==> src/rtl/mux_41_arb_pkg.sv <==
// mux_41_arb_pkg: shared constants and state encoding for the mux_41 arbiter
package mux_41_arb_pkg;
    localparam int N_REQ            = 4;
    localparam int MAX_HOLD_DEFAULT = 8;
    typedef enum logic {IDLE = 1'b0, GRANT = 1'b1} arb_state_e;
endpackage

==> src/rtl/mux_41_arbiter_rr_pick.sv <==
// rr_pick: rotating first-set search over masked requests starting at ptr
module rr_pick
    import mux_41_arb_pkg::*;
(
    input  logic [N_REQ-1:0] req,
    input  logic [1:0]       ptr,
    input  logic [N_REQ-1:0] mask,
    output logic             valid,
    output logic [1:0]       idx
);
    logic [N_REQ-1:0] cand;
    // Scan from the farthest slot back towards ptr so the slot nearest ptr wins
    always_comb begin
        cand  = req & mask;
        valid = |cand;
        idx   = ptr;
        for (int k = N_REQ - 1; k >= 0; k--)
            if (cand[ptr + 2'(k)]) idx = ptr + 2'(k);
    end
endmodule

==> src/rtl/mux_41_arbiter.sv <==
// mux_41_arbiter: round-robin owner of a shared 4:1 mux with bounded hold time
module mux_41_arbiter
    import mux_41_arb_pkg::*;
#(
    parameter int MAX_HOLD = MAX_HOLD_DEFAULT
) (
    input  logic             clk,
    input  logic             rst,
    input  logic [N_REQ-1:0] req,
    output logic [N_REQ-1:0] gnt,
    output logic             s00,
    output logic             s01,
    output logic             s1,
    output logic             busy
);
    localparam logic [3:0] HOLD_LAST = 4'(MAX_HOLD - 1);
    arb_state_e       state_q, state_d;
    logic [1:0]       owner_q, owner_d, ptr_q, ptr_d, sel_q, sel_d, pick_idx, win;
    logic [3:0]       hold_q, hold_d;
    logic [N_REQ-1:0] gnt_q, gnt_d, mask;
    logic             busy_q, pick_valid, rel, take;
    rr_pick u_pick (
        .req   (req),
        .ptr   (ptr_q),
        .mask  (mask),
        .valid (pick_valid),
        .idx   (pick_idx)
    );
    // Release/handoff decision; the releasing owner is masked out and only re-granted when nobody else asks
    always_comb begin
        rel     = state_q == GRANT && (!req[owner_q] || hold_q == HOLD_LAST);
        mask    = state_q == GRANT ? ~(N_REQ'(1) << owner_q) : '1;
        take    = state_q == IDLE ? pick_valid : rel && (pick_valid || req[owner_q]);
        win     = pick_valid ? pick_idx : owner_q;
        state_d = (take || (state_q == GRANT && !rel)) ? GRANT : IDLE;
        owner_d = take ? win : owner_q;
        ptr_d   = take ? win + 2'd1 : ptr_q;
        hold_d  = (take || state_d == IDLE) ? '0 : hold_q + 4'd1;
        sel_d   = take ? win : sel_q;
        gnt_d   = state_d == GRANT ? N_REQ'(1) << owner_d : '0;
    end
    // All state and outputs update together; reset clears them without waiting for clk
    always_ff @(posedge clk or posedge rst) begin
        if (rst) begin
            state_q <= IDLE;
            owner_q <= '0;
            ptr_q   <= '0;
            hold_q  <= '0;
            sel_q   <= '0;
            gnt_q   <= '0;
            busy_q  <= 1'b0;
        end else begin
            state_q <= state_d;
            owner_q <= owner_d;
            ptr_q   <= ptr_d;
            hold_q  <= hold_d;
            sel_q   <= sel_d;
            gnt_q   <= gnt_d;
            busy_q  <= state_d == GRANT;
        end
    end
    assign gnt  = gnt_q;
    assign busy = busy_q;
    assign s1   = sel_q[1];
    assign s00  = sel_q[0];
    assign s01  = sel_q[0];
endmodule

==> config.mk <==
export PLATFORM = sky130hd
export DESIGN_NAME = mux_41_arbiter
export DESIGN_NICKNAME = d
export VERILOG_FILES = /design/src/rtl/mux_41_arb_pkg.sv /design/src/rtl/mux_41_arbiter_rr_pick.sv /design/src/rtl/mux_41_arbiter.sv
export SDC_FILE = /design/constraint.sdc
export NUM_CORES = 1
export LEC_CHECK = 0
export BUFFER_PORTS_ARGS = -buffer_cell sky130_fd_sc_hd__buf_2
export CORE_ASPECT_RATIO = 2
export CORE_UTILIZATION = 35
export DETAILED_ROUTE_END_ITERATION = 16
export PLACE_DENSITY = 0.58
export SLEW_MARGIN = 20
export SYNTH_ARGS = -nofsm -noshare
export SYNTH_HDL_FRONTEND = slang
export SYNTH_SLANG_ARGS = --single-unit
==> constraint.sdc <==
create_clock -name clk -period 2.2 [get_ports clk]
set_clock_uncertainty 0.1 [all_clocks]
set_input_delay 0.22 -clock clk [delete_from_list [all_inputs] [get_ports clk]]
set_output_delay 0.22 -clock clk [all_outputs]
set_load 0.1 [all_outputs]
======== Yosys cells after proc, flatten, opt, wreduce, memory -nomap -nowiden ========
Cells that the tools add are included.
cells by class
  add/subtract/negate cells ............... 5
  $lt $le $gt $ge ......................... 5
  eq/ne operators ......................... 1
  shift operators ......................... 2
  multiplexer cells ....................... 21
  bitwise gates (word level) .............. 3
  reduce and logical (&&, ||, !) cells .... 10
operator list
  cell                                                  count
  < comparator 2 x 3 -> 1 bit (second input constant)   5
  two-way mux 2 bit                                     6
  two-way mux 4 bit                                     3
  binary-select mux 1 bit (select 2 bit)                5
  << shifter 1 x 2 -> 4 bit (first input constant)      2
  two-way mux 1 bit                                     7
  adder 2 x 1 -> 2 bit (second input constant)          2
  adder 2 bit (second input constant)                   2
  adder 4 x 1 -> 4 bit (second input constant)          1
  bitwise AND 4 bit                                     1
  equality test 4 x 3 -> 1 bit (second input constant)  1
  logical OR 1 bit                                      4
  inverter 4 bit                                        1
  OR reduction 4 bit                                    1
  logical AND 1 bit                                     3
  logical NOT 1 bit                                     2
  inverter 1 bit                                        1
storage, ports and cells
  register bits ........................... 15
  input port bits ......................... 6
  output and inout port bits .............. 8
  word-level logic and storage cells ...... 53

======== Depth between registers and ports, before layout ========
Gate-level depths: netlist of run 1.
  word-level depth ........................ 14
  gate-level depth with buffers ........... 8
  mapped depth without buffers ............ 7

======== Modules after synthesis ========
A second synthesis of run 1 with hierarchy kept.
unflattened totals
  cell total of the unflattened synthesis .. 84
  area total of the unflattened synthesis .. 857.1 um2
by module, submodules not included
  module          instances  cells an instance  area an instance (um2)  seq. area each (um2)
  mux_41_arbiter  1          66                 739.5                   375.4
  rr_pick         1          18                 117.6                   0.0

======== Worst setup path after synthesis of run 1 ========
OpenSTA, ideal clock, no wires.
  path type ............................... register -> register
  start point ............................. reg state_q
  end point ............................... reg ptr_q[1]
  setup time .............................. 0.123 ns
  arrival time ............................ 2.358 ns
  required time ........................... 1.977 ns
  slack ................................... -0.381 ns
  stages on the path, launching flop included .. 6
  path buffers ............................ 0
  period minus slack after synthesis ...... 2.581 ns
  path through ............................ dfrtp_1 > or3b_4 > a22oi_2 > o22ai_1 > a221o_1 > o221a_1
between the ends
  longest elaborated chain between the ends .. 10
  elaborated cells between the ends (all ways) .. 21
  those cells by class .................... 1 x add/sub; 15 x mux; 1 x bitwise; 4 x reduce/logical
ends and longest elaborated chain
  element                                  line                          source
  from (decl)                              mux_41_arbiter.sv:17          arb_state_e state_q, state_d;
  from (signal assigned)                   mux_41_arbiter.sv:53          state_q <= state_d;
  two-way mux 4 bit                        mux_41_arbiter.sv:32          mask = state_q == GRANT ? ~(N_REQ'(1) << owner_q) : '1;
  bitwise AND 4 bit                        mux_41_arbiter_rr_pick.sv:14  cand = req & mask;
  binary-select mux 1 bit (select 2 bit)   mux_41_arbiter_rr_pick.sv:18  if (cand[ptr + 2'(k)]) idx = ptr + 2'(k);
  two-way mux 1 bit (not written as such)  mux_41_arbiter_rr_pick.sv:18
  two-way mux 2 bit (4 in a row)           mux_41_arbiter_rr_pick.sv:18
  two-way mux 2 bit                        mux_41_arbiter.sv:34          win = pick_valid ? pick_idx : owner_q;
  adder 2 x 1 -> 2 bit                     mux_41_arbiter.sv:37          ptr_d = take ? win + 2'd1 : ptr_q;
  to (signal assigned)                     mux_41_arbiter.sv:55          ptr_q <= ptr_d;
  to (decl)                                mux_41_arbiter.sv:18          logic [1:0] owner_q, owner_d, ptr_q, ptr_d, sel_q, sel_d, pick_idx, win;
Several ways; a longest one is shown, not always the timed one. The select of a mux whose other input is x is not followed.
A chain may end at the register's enable or synchronous reset.

======== Final worst setup path of run 1 ========
  start point ............................. reg owner_q[1]
  end point ............................... reg ptr_q[1]
between the ends
  longest elaborated chain between the ends .. 12
  elaborated cells between the ends (all ways) .. 27
  those cells by class .................... 1 x add/sub; 1 x shift; 17 x mux; 2 x bitwise; 6 x reduce/logical
ends and longest elaborated chain
  element                                  line                          source
  from (decl)                              mux_41_arbiter.sv:18
  from (signal assigned)                   mux_41_arbiter.sv:54          owner_q <= owner_d;
  << shifter 1 x 2 -> 4 bit                mux_41_arbiter.sv:32
  inverter 4 bit                           mux_41_arbiter.sv:32
  two-way mux 4 bit                        mux_41_arbiter.sv:32
  bitwise AND 4 bit                        mux_41_arbiter_rr_pick.sv:14
  binary-select mux 1 bit (select 2 bit)   mux_41_arbiter_rr_pick.sv:18
  two-way mux 1 bit (not written as such)  mux_41_arbiter_rr_pick.sv:18
  two-way mux 2 bit (4 in a row)           mux_41_arbiter_rr_pick.sv:18
  two-way mux 2 bit                        mux_41_arbiter.sv:34
  adder 2 x 1 -> 2 bit                     mux_41_arbiter.sv:37
Several ways; a longest one is shown, not always the timed one. The select of a mux whose other input is x is not followed.

==> results by group, run 1 <==
Setup path
  – Reg2Reg Launch Point: owner_q[1]
  – Family with the most delay on the worst path: compound AO/OA/AOI/OAI gates
  – Worst Path Buf+Inv: 0
  – Largest stage delay on the critical path: 0.47 ns
  – Crit-path cells: or3b_4, a22oi_2, o22ai_1, a221o_2, o221a_1
  – WS Path Type: register to register
  – WP data required: 2.24 ns
  – CP max-delay cell: dfrtp_1
  – Worst EP arrival: 2.17 ns
  – Flop2flop setup slack: 0.07 ns
  – CP endpoint kind: register
  – R2r endpoint: ptr_q[1]
  – Worst r2r path cells: 5
  – Crit Path Max Fanout: 9
  – Startpoint types: register

Clock network
  – Maximum root-to-sink buffer count: 2
  – Root buf cell: clkbuf_8
  – Post-CTS Setup Inserts: 0
  – Worst skew pair latency: 0.25 ns
  – H-tree Lvls: 1
  – CTS buffer count: 3
  – TritonCTS clock tree: built
  – Clock sink count: 15
  – Clock transition at path regs: 0.06 ns

Timing
  – Worst Tran Pin Value: 0.589 ns
  – Final Cycle Share: 96.9%
  – Setup TNS: 0 ns
  – Fmax: 0.469 GHz
  – Slew headroom: 60.3%
  – Final number of setup-violating endpoints: 0
  – Pins Over Slew Limit: 0
  – Final worst path period need: 2.13 ns
  – Unrepaired setup endpoints after global routing: no
  – Final hold violations: 0

Synth
  – Top cells by instance count after synthesis: 15 x dfrtp_1, 15 x nand2_1, 11 x nor2_1
  – Syn Inst Count: 108
  – Top_reg_cell synth: dfrtp_1
  – Syn Nets: 115
  – Largest cells by area after synthesis: dfrtp_1 39%, nand2_1 5.8%, nor2_1 4.3%, a21oi_1 3.1%, mux2i_1 3.1%
  – Syn. warnings: 0
  – #FFs+latches synth: 15
  – Post-synth EDFFs: 0
  – Post-synth top area share: 38.8%
  – Post-synth top area cell: dfrtp_1
  – Yosys cell types: 41
  – Post-Syn Area: 967 um2
  – Syn_area_per_cell: 8.96 um2
  – Post-synthesis sequential area ratio: 38.8%
  – Asr flop ratio synth: 100%

GRT
  – GRT Total Usage: 17.5%
  – Grt met1 use: 19.8%
  – Met3 usage: 1.75%
  – Largest net degree at the start of global routing: 16
  – First-pass GRT wire length: 3700 um
  – Vias in the first global route: 873
  – Met2 global-route usage: 28.2%
  – Overflow after GRT: 0
  – Layer with the highest usage: met2
  – Initial antenna violation count: 0

Routing
  – Via Count: 886
  – Antenna-violating nets left: 0
  – DR vias/cell: 5.75
  – Post-DR wirelength/cell: 14.8 um
  – Drt drc: 0
  – TritonRoute pass-1 iters: 4
  – Total Wirelength: 2280 um
  – Iteration-0 DRC Markers: 24

Run
  – Max Cap Violations: 0

Hold path
  – Tightest Hold Check Type: input port to register
  – Hold_sp: req[2]
  – Worst Hold Path EP: state_q
  – Hold depth: 4

Finish
  – Proportion of layout cells with a drive suffix above 1: 28.6%
  – Area Overhead vs Synth: 17.5%
  – Layout net count: 134
  – Final Non-Filler Cells: 154
  – Number of diodes: 0

Floorplanning
  – Die width: 39.2 um
  – Chip height: 76.3 um
  – DIE AREA: 0.00299 mm2
  – Starting Density: 37.6%
  – Row cnt: 26
  – I/O pin cnt: 14
  – Core region area: 0.00257 mm2

Placed design
  – HPWL after DPL: 1760 um
  – Final GP Congestion: 0.901
  – Port Buffers: 13
  – Cell count after placement: 149

Status
  – Status: completed
-- placed cells by master (no fill, tap or decap), drive strengths merged --
cell type	n
o31ai	1
nor2b	1
mux2	1
inv	4
ha	1
and2	3
a22oi	2
clkbuf	4
a22o	1
dfrtp	15
dlygate4sd3	1
o2bb2ai	1
o21ba	1
o22ai	4
nor2	11
o221ai	1
a221oi	1
a221o	2
nand2b	1
a2bb2oi	1
nor3	4
xnor2	1
xor2	2
mux2i	3
nand3	5
o32ai	2
o221a	2
o21ai	4
a21oi	6
and3	1
o211ai	1
buf	18
nand2	16
nand3b	2
or2	1
or3b	1
-- logic make-up after synthesis --
family / count (synthesis) / share of synthesized area [%]
AOI/OAI and AO/OA: 30 / 24.6
xor gates and xnor gates: 3 / 2.72
adders and majority gates: 1 / 1.29
buffers and inverters: 9 / 5.69
DFF: 15 / 38.8
muxes: 4 / 4.27
and+or+nand+nor: 46 / 22.6
-- worst max path at each step --
stage | startpoint | to | cells after the start
2_1_floorplan | state_q | ptr_q[1] | 5
3_3_place_gp | owner_q[0] | ptr_q[1] | 5
3_5_place_dp | owner_q[1] | ptr_q[1] | 5
4_1_cts | owner_q[1] | ptr_q[1] | 5
5_1_grt | owner_q[1] | ptr_q[1] | 5
6_report | owner_q[1] | ptr_q[1] | 5
-- flip-flops by register name, indices dropped and copies added, names as in the netlist --
name and flops:
gnt 4, hold_q 4, owner_q 2, ptr_q 2
sel_q 2, state_q 1
-- worst register-to-register path: cells and delay by family (launching register included) --
kind	cells	cell delay, ns
compound gates	4	1.00
flops	1	0.47
simple gates	1	0.45
-- area by class of cell --
cell class,count,area [um2]
well taps,28,35.0
inverters,4,15.0
fillers,267,1430
multi-input cells,84,548
repair buffers,19,113
clock buffers,4,45.0
flip-flops and latches,15,380
-- stage by stage --
stage | setup slack, ns | instance area, um2 | hold WS [ns] | utilization (%)
final | 0.0671 | 1140 | 0.362 | 44.2
after global placement | 0.0931 | 1070 | 0.199 | 41.6
after floorplan | 0.0195 | 971 | 0.0215 | -
after global routing | 0.00621 | 1140 | 0.385 | 44.2
after CTS | 0.0616 | 1120 | 0.352 | 43.7
after detailed placement | 0.0764 | 1070 | 0.205 | 41.6
-- per-layer routing --
metal / wire (um) / share of wire (%)
met1: 904 / 40
met4: 121 / 5.3
met3: 71 / 3.1
met2: 1180 / 52
met5: 0 / 0
-- what timing repair did --
action,in CTS,in global routing
endpoints found under the hold margin,15,0
endpoints found under the setup margin,0,5
hold buffers,1,0
gates resized for setup,0,5
Power of run 1 is not shown: default switching activity piles up to over one toggle a cycle in this logic, so the estimate is an artifact.
==> inputs of run 2 (changes only) <==
--- a/config.mk
+++ b/config.mk
@@ -5,8 +5,11 @@
 export SDC_FILE = /design/constraint.sdc
 export NUM_CORES = 1
 export LEC_CHECK = 0
+export ABC_AREA = 1
 export BUFFER_PORTS_ARGS = -buffer_cell sky130_fd_sc_hd__buf_2
+export CAP_MARGIN = 15
 export CORE_ASPECT_RATIO = 2
+export CORE_MARGIN = 1.5
 export CORE_UTILIZATION = 35
 export DETAILED_ROUTE_END_ITERATION = 16
 export PLACE_DENSITY = 0.58
==> run 2 against run 1 <==
Against the previous run:
- design area decreased by 0.55%
- core utilization decreased by 2.4 points
- flip-flop and latch count unchanged
- via count decreased by 5.2%
- synthesized area increased by 2.1%
- register-to-register slack improved by 0.23 ns
- hold slack improved by 0.012 ns
==> results by group, run 2 <==
Status
  – Status: completed

Finish
  – Proportion of layout cells with a drive suffix above 1: 39.9%
  – Multi-input logic area: 552 um2
  – # fillers: 286
  – Number of diodes: 0
  – FF/Latch Area: 377 um2
  – Final core utilization: 41.8%
  – Final instance area: 0.00113 mm2
  – Most common cell after layout, fill and taps aside: nand2_1
  – Area Overhead vs Synth: 14.4%
  – Layout net count: 146
  – Commonest non-fill, non-tap cells in the layout: 29 x nand2_1, 14 x nand2_2, 14 x dfrtp_1

Timing
  – Setup TNS: 0 ns
  – Worst Tran Pin Value: 0.558 ns
  – Fmax: 0.525 GHz
  – Final Cycle Share: 86.5%
  – Final worst path period need: 1.90 ns
  – Worst Slack Setup Final: 0.297 ns
  – Slew headroom: 62.8%
  – Final hold violations: 0
  – Unrepaired setup endpoints after global routing: no
  – Pins Over Slew Limit: 0
  – Final number of setup-violating endpoints: 0

Synth
  – Post-synthesis sequential area ratio: 38.0%
  – Asr flop ratio synth: 100%
  – Syn_area_per_cell: 8.09 um2
  – Largest cells by area after synthesis: dfrtp_1 38%, nand3_2 11%, nand2_1 11%, nand2_2 8.9%, nand3_1 5.6%
  – Compound-Gate Fraction of Synth Area: 5.83%
  – #FFs+latches synth: 15
  – Post-synth top area share: 38.0%
  – Syn Inst Count: 122
  – Main combinational cell family by area after synthesis: simple AND/OR/NAND/NOR gates
  – Syn Nets: 129
  – Post-synthesis xor/xnor area fraction: 2.66%
  – Top cells by instance count after synthesis: 29 x nand2_1, 15 x dfrtp_1, 14 x nand2_2
  – Synth Area in Simple Gates: 46.1%
  – Top-count cell post-synth: nand2_1
  – Syn. warnings: 0
  – Area share of fa/ha/maj cells after synthesis: 1.27%
  – Yosys cell types: 23
  – Top_reg_cell synth: dfrtp_1
  – Mux cell area share after synthesis: 0%
  – Post-synth EDFFs: 0
  – Post-synth top area cell: dfrtp_1
  – Post-Syn Area: 987 um2

Routing
  – Post-DR wirelength/cell: 12.0 um
  – TritonRoute pass-1 iters: 4
  – Drt drc: 0
  – Antenna-violating nets left: 0
  – Via Count: 840
  – Iteration-0 DRC Markers: 14
  – Total Wirelength: 2000 um
  – DR vias/cell: 5.03

Clock network
  – Clock sink count: 15
  – CTS buffer count: 3
  – Worst skew pair latency: 0.24 ns
  – Root buf cell: clkbuf_8
  – H-tree Lvls: 1
  – TritonCTS clock tree: built
  – Clock transition at path regs: 0.06 ns
  – Maximum root-to-sink buffer count: 2
  – PostCTS Resize Cnt: 0

Hold path
  – Tightest Hold Check Type: register to register
  – Hold depth: 1

Setup path
  – Worst Path Buf+Inv: 1
  – Flop2flop setup slack: 0.30 ns
  – CP max-delay cell: dfrtp_1
  – CP endpoint kind: register
  – Crit Path Max Fanout: 8
  – Largest stage delay on the critical path: 0.49 ns
  – WS Path Type: register to register
  – Crit-path cells: inv_1, nand3_1, nand3_1, nand2_1, o21ai_2, nand3_1, nand3_2, nand3_2, nand2_2, nand2_2, nor2_1
  – WP data required: 2.27 ns
  – Startpoint types: register
  – Worst EP arrival: 1.97 ns
  – Family with the most delay on the worst path: simple AND/OR/NAND/NOR gates
  – Levels on crit path: 11
  – Worst r2r path cells: 11
  – Crit-path most repeated cell: nand3_1

GRT
  – First-pass GRT wire length: 3460 um
  – GRT Total Usage: 15.6%
  – Largest net degree at the start of global routing: 16
  – Initial antenna violation count: 0
  – Overflow after GRT: 0
  – Vias in the first global route: 871

Placed design
  – HPWL after DPL: 1660 um
  – Placed cell areas: 0.00107 mm2
  – Port Buffers: 13
  – Final GP Congestion: 0.740
  – Placement Setup Slack: 0.302 ns

Floorplanning
  – Die width: 40.6 um
  – Starting Density: 36.5%
  – Chip height: 78.1 um
  – Core region area: 0.00270 mm2
  – I/O pin cnt: 14
  – DIE AREA: 0.00317 mm2
  – Row cnt: 27

Run
  – Max Cap Violations: 0
[run 2: final cells by class]
cell class	count	area share, %
Clock buffer	4	3.99
Inverter	12	3.99
Multi-Input combinational cell	93	48.8
Sequential cell	15	33.3
Tap cell	29	3.21
Timing Repair Buffer	14	6.64
[run 2: what timing repair did]
action                                 in CTS  in global routing
buffers inserted                            0                  0
hold buffers                                1                  0
endpoints found under the hold margin      15                  0
[run 2: cell families after synthesis]
logic type,after synthesis
xor+xnor,3
simple gates,82
compound gates,7
buf+inv,14
flops,15
fa+ha+maj,1
[run 2: final timing paths]
check / from / endpoint
min in group asynchronous: rst / hold_q[2]
worst min-delay path: hold_q[0] / hold_q[0]
worst min register to register: hold_q[0] / hold_q[0]
max in group asynchronous: rst / state_q
worst max register to register: ptr_q[0] / gnt[2]
worst max-delay path: ptr_q[0] / gnt[2]
[run 2: metrics by stage]
| stage | cells | hold slack, ns |
|---|---|---|
| floorplan | 122 | 0.0214 |
| global placement | 162 | 0.197 |
| detailed placement | 162 | 0.204 |
| CTS | 167 | 0.376 |
| global route | 167 | 0.399 |
| finish | 167 | 0.374 |
[run 2: worst register-to-register path: cells and delay by family (launching register included)]
family,cells,cell delay (ns)
and+or+nand+nor,9,0.86
DFF,1,0.49
buffers and inverters,1,0.23
AOI/OAI and AO/OA,1,0.16
[run 2: metal layers]
layer	GRT usage, %	up-vias	wire length [um]
met5	0	-	0
met1	14.2	396	743
met2	30.0	13	1180
met3	0.565	4	38
met4	7.67	0	34
li1	-	427	-
Power of run 2 is left out for the same reason.
==> inputs of run 3 (changes only) <==
--- a/config.mk
+++ b/config.mk
@@ -8,11 +8,13 @@
 export ABC_AREA = 1
 export BUFFER_PORTS_ARGS = -buffer_cell sky130_fd_sc_hd__buf_2
 export CAP_MARGIN = 15
+export CELL_PAD_IN_SITES_DETAIL_PLACEMENT = 2
+export CELL_PAD_IN_SITES_GLOBAL_PLACEMENT = 2
 export CORE_ASPECT_RATIO = 2
 export CORE_MARGIN = 1.5
-export CORE_UTILIZATION = 35
+export CORE_UTILIZATION = 32
 export DETAILED_ROUTE_END_ITERATION = 16
-export PLACE_DENSITY = 0.58
+export PLACE_DENSITY = 0.81
 export SLEW_MARGIN = 20
 export SYNTH_ARGS = -nofsm -noshare
 export SYNTH_HDL_FRONTEND = slang
==> run 3 against run 2 <==
Against the previous run:
- critical path depth increased by 3
- wire length increased by 38%
- register-to-register slack got worse by 0.07 ns
- critical endpoint is now gnt[1]
- highest routed layer unchanged
==> results by group, run 3 (synthesis gave the netlist of run 2 again) <==
Clock network
  – TritonCTS clock tree: built
  – CTS buffer count: 3
  – H-tree Lvls: 1
  – Root buf cell: clkbuf_8
  – Worst skew pair latency: 0.24 ns
  – Maximum root-to-sink buffer count: 2
  – Post-CTS Setup Inserts: 0
  – Clock sink count: 15
  – Clock transition at path regs: 0.06 ns

Setup path
  – CP max-delay cell: dfrtp_1
  – Worst Path Buf+Inv: 2
  – Crit-path cells: inv_2, nand3_1, nand2_2, nand2_1, nand2_1, nand2_1, o21ai_1, nand3_1, nand2_1, nand2_2, nand2_2, nand2_2, inv_2, nor2_1
  – Family with the most delay on the worst path: simple AND/OR/NAND/NOR gates
  – Largest stage delay on the critical path: 0.52 ns
  – Worst EP arrival: 2.01 ns
  – Crit Path Max Fanout: 8
  – Flop2flop setup slack: 0.23 ns
  – Startpoint types: register
  – WS Path Type: register to register
  – CP endpoint kind: register
  – WP data required: 2.23 ns

Finish
  – Proportion of layout cells with a drive suffix above 1: 40.6%
  – Area Overhead vs Synth: 14.6%
  – FF/Latch Area: 377 um2
  – Number of diodes: 0
  – # fillers: 352
  – Multi-input logic area: 552 um2
  – Commonest non-fill, non-tap cells in the layout: 29 x nand2_1, 14 x nand2_2, 14 x dfrtp_1
  – Most common cell after layout, fill and taps aside: nand2_1
  – Layout net count: 146

Timing
  – Final number of setup-violating endpoints: 0
  – Unrepaired setup endpoints after global routing: no
  – Setup TNS: 0 ns
  – Slew headroom: 62.4%
  – Final worst path period need: 1.97 ns
  – Final Cycle Share: 89.7%
  – Fmax: 0.507 GHz
  – Final hold violations: 0
  – Pins Over Slew Limit: 0
  – Worst Tran Pin Value: 0.563 ns

Placed design
  – Final GP Congestion: 0.809
  – Port Buffers: 13
  – HPWL after DPL: 2330 um

Routing
  – Total Wirelength: 2770 um
  – Post-DR wirelength/cell: 16.5 um
  – TritonRoute pass-1 iters: 2
  – Iteration-0 DRC Markers: 3
  – Via Count: 880
  – DR vias/cell: 5.24
  – Drt drc: 0
  – Antenna-violating nets left: 0

GRT
  – GRT Total Usage: 18.2%
  – First-pass GRT wire length: 4730 um
  – Overflow after GRT: 0
  – Largest net degree at the start of global routing: 16
  – Initial antenna violation count: 0
  – Vias in the first global route: 1039

Status
  – Status: completed

Floorplanning
  – Die width: 42.3 um
  – Starting Density: 33.5%
  – Row cnt: 28
  – DIE AREA: 0.00345 mm2
  – I/O pin cnt: 14
  – Chip height: 81.6 um
  – Core region area: 0.00294 mm2

Hold path
  – Tightest Hold Check Type: register to register

Run
  – Max Cap Violations: 0
-- run 3: cell types whose count changed in the layout (fill, tap and decap cells not counted) --
cell	delta
inv_1	-1
inv_2	+1
-- run 3: final timing paths --
| path | from | end | depth (start not counted) |
|---|---|---|---|
| max reg2reg | ptr_q[0] | gnt[1] | 14 |
| max in group asynchronous | rst | state_q | 3 |
| min | hold_q[0] | hold_q[0] | 1 |
| min in group asynchronous | rst | hold_q[2] | 3 |
| max | ptr_q[0] | gnt[1] | 14 |
| min reg2reg | hold_q[0] | hold_q[0] | 1 |
-- run 3: area by class of cell --
cell class                 count  share of cell area [%]
clock buffer                   4                    3.98
sequential                    15                    33.3
timing repair buffer          14                    6.64
tap                           30                    3.32
inverter                      12                    3.98
multi-input combinational     93                    48.8
-- run 3: through the flow --
stage          area (um2)  setup slack [ns]  hold WS, ns  util [%]  cells
2_1_floorplan         988             0.288       0.0214         -    122
3_3_place_gp         1080             0.236        0.190      36.6    163
3_5_place_dp         1080             0.118        0.194      36.6    163
4_1_cts              1130             0.102        0.380      38.4    168
5_1_grt              1130            0.0249        0.388      38.4    168
6_report             1130             0.226        0.372      38.4    168
-- run 3: what timing repair did --
action | 4_1_cts | 5_1_grt
endpoints found under the setup margin | 0 | 5
endpoints found under the hold margin | 15 | 0
resized for setup | 0 | 1
hold buffers | 1 | 0
-- run 3: metal layers --
layer,global-route usage [%],wire length (um),vias to the layer above
li1,-,-,421
met1,15.1,880,437
met2,39.2,1760,13
met3,2.20,46,9
met4,8.75,82,0
met5,0,0,-
Power of run 3 is left out for the same reason.
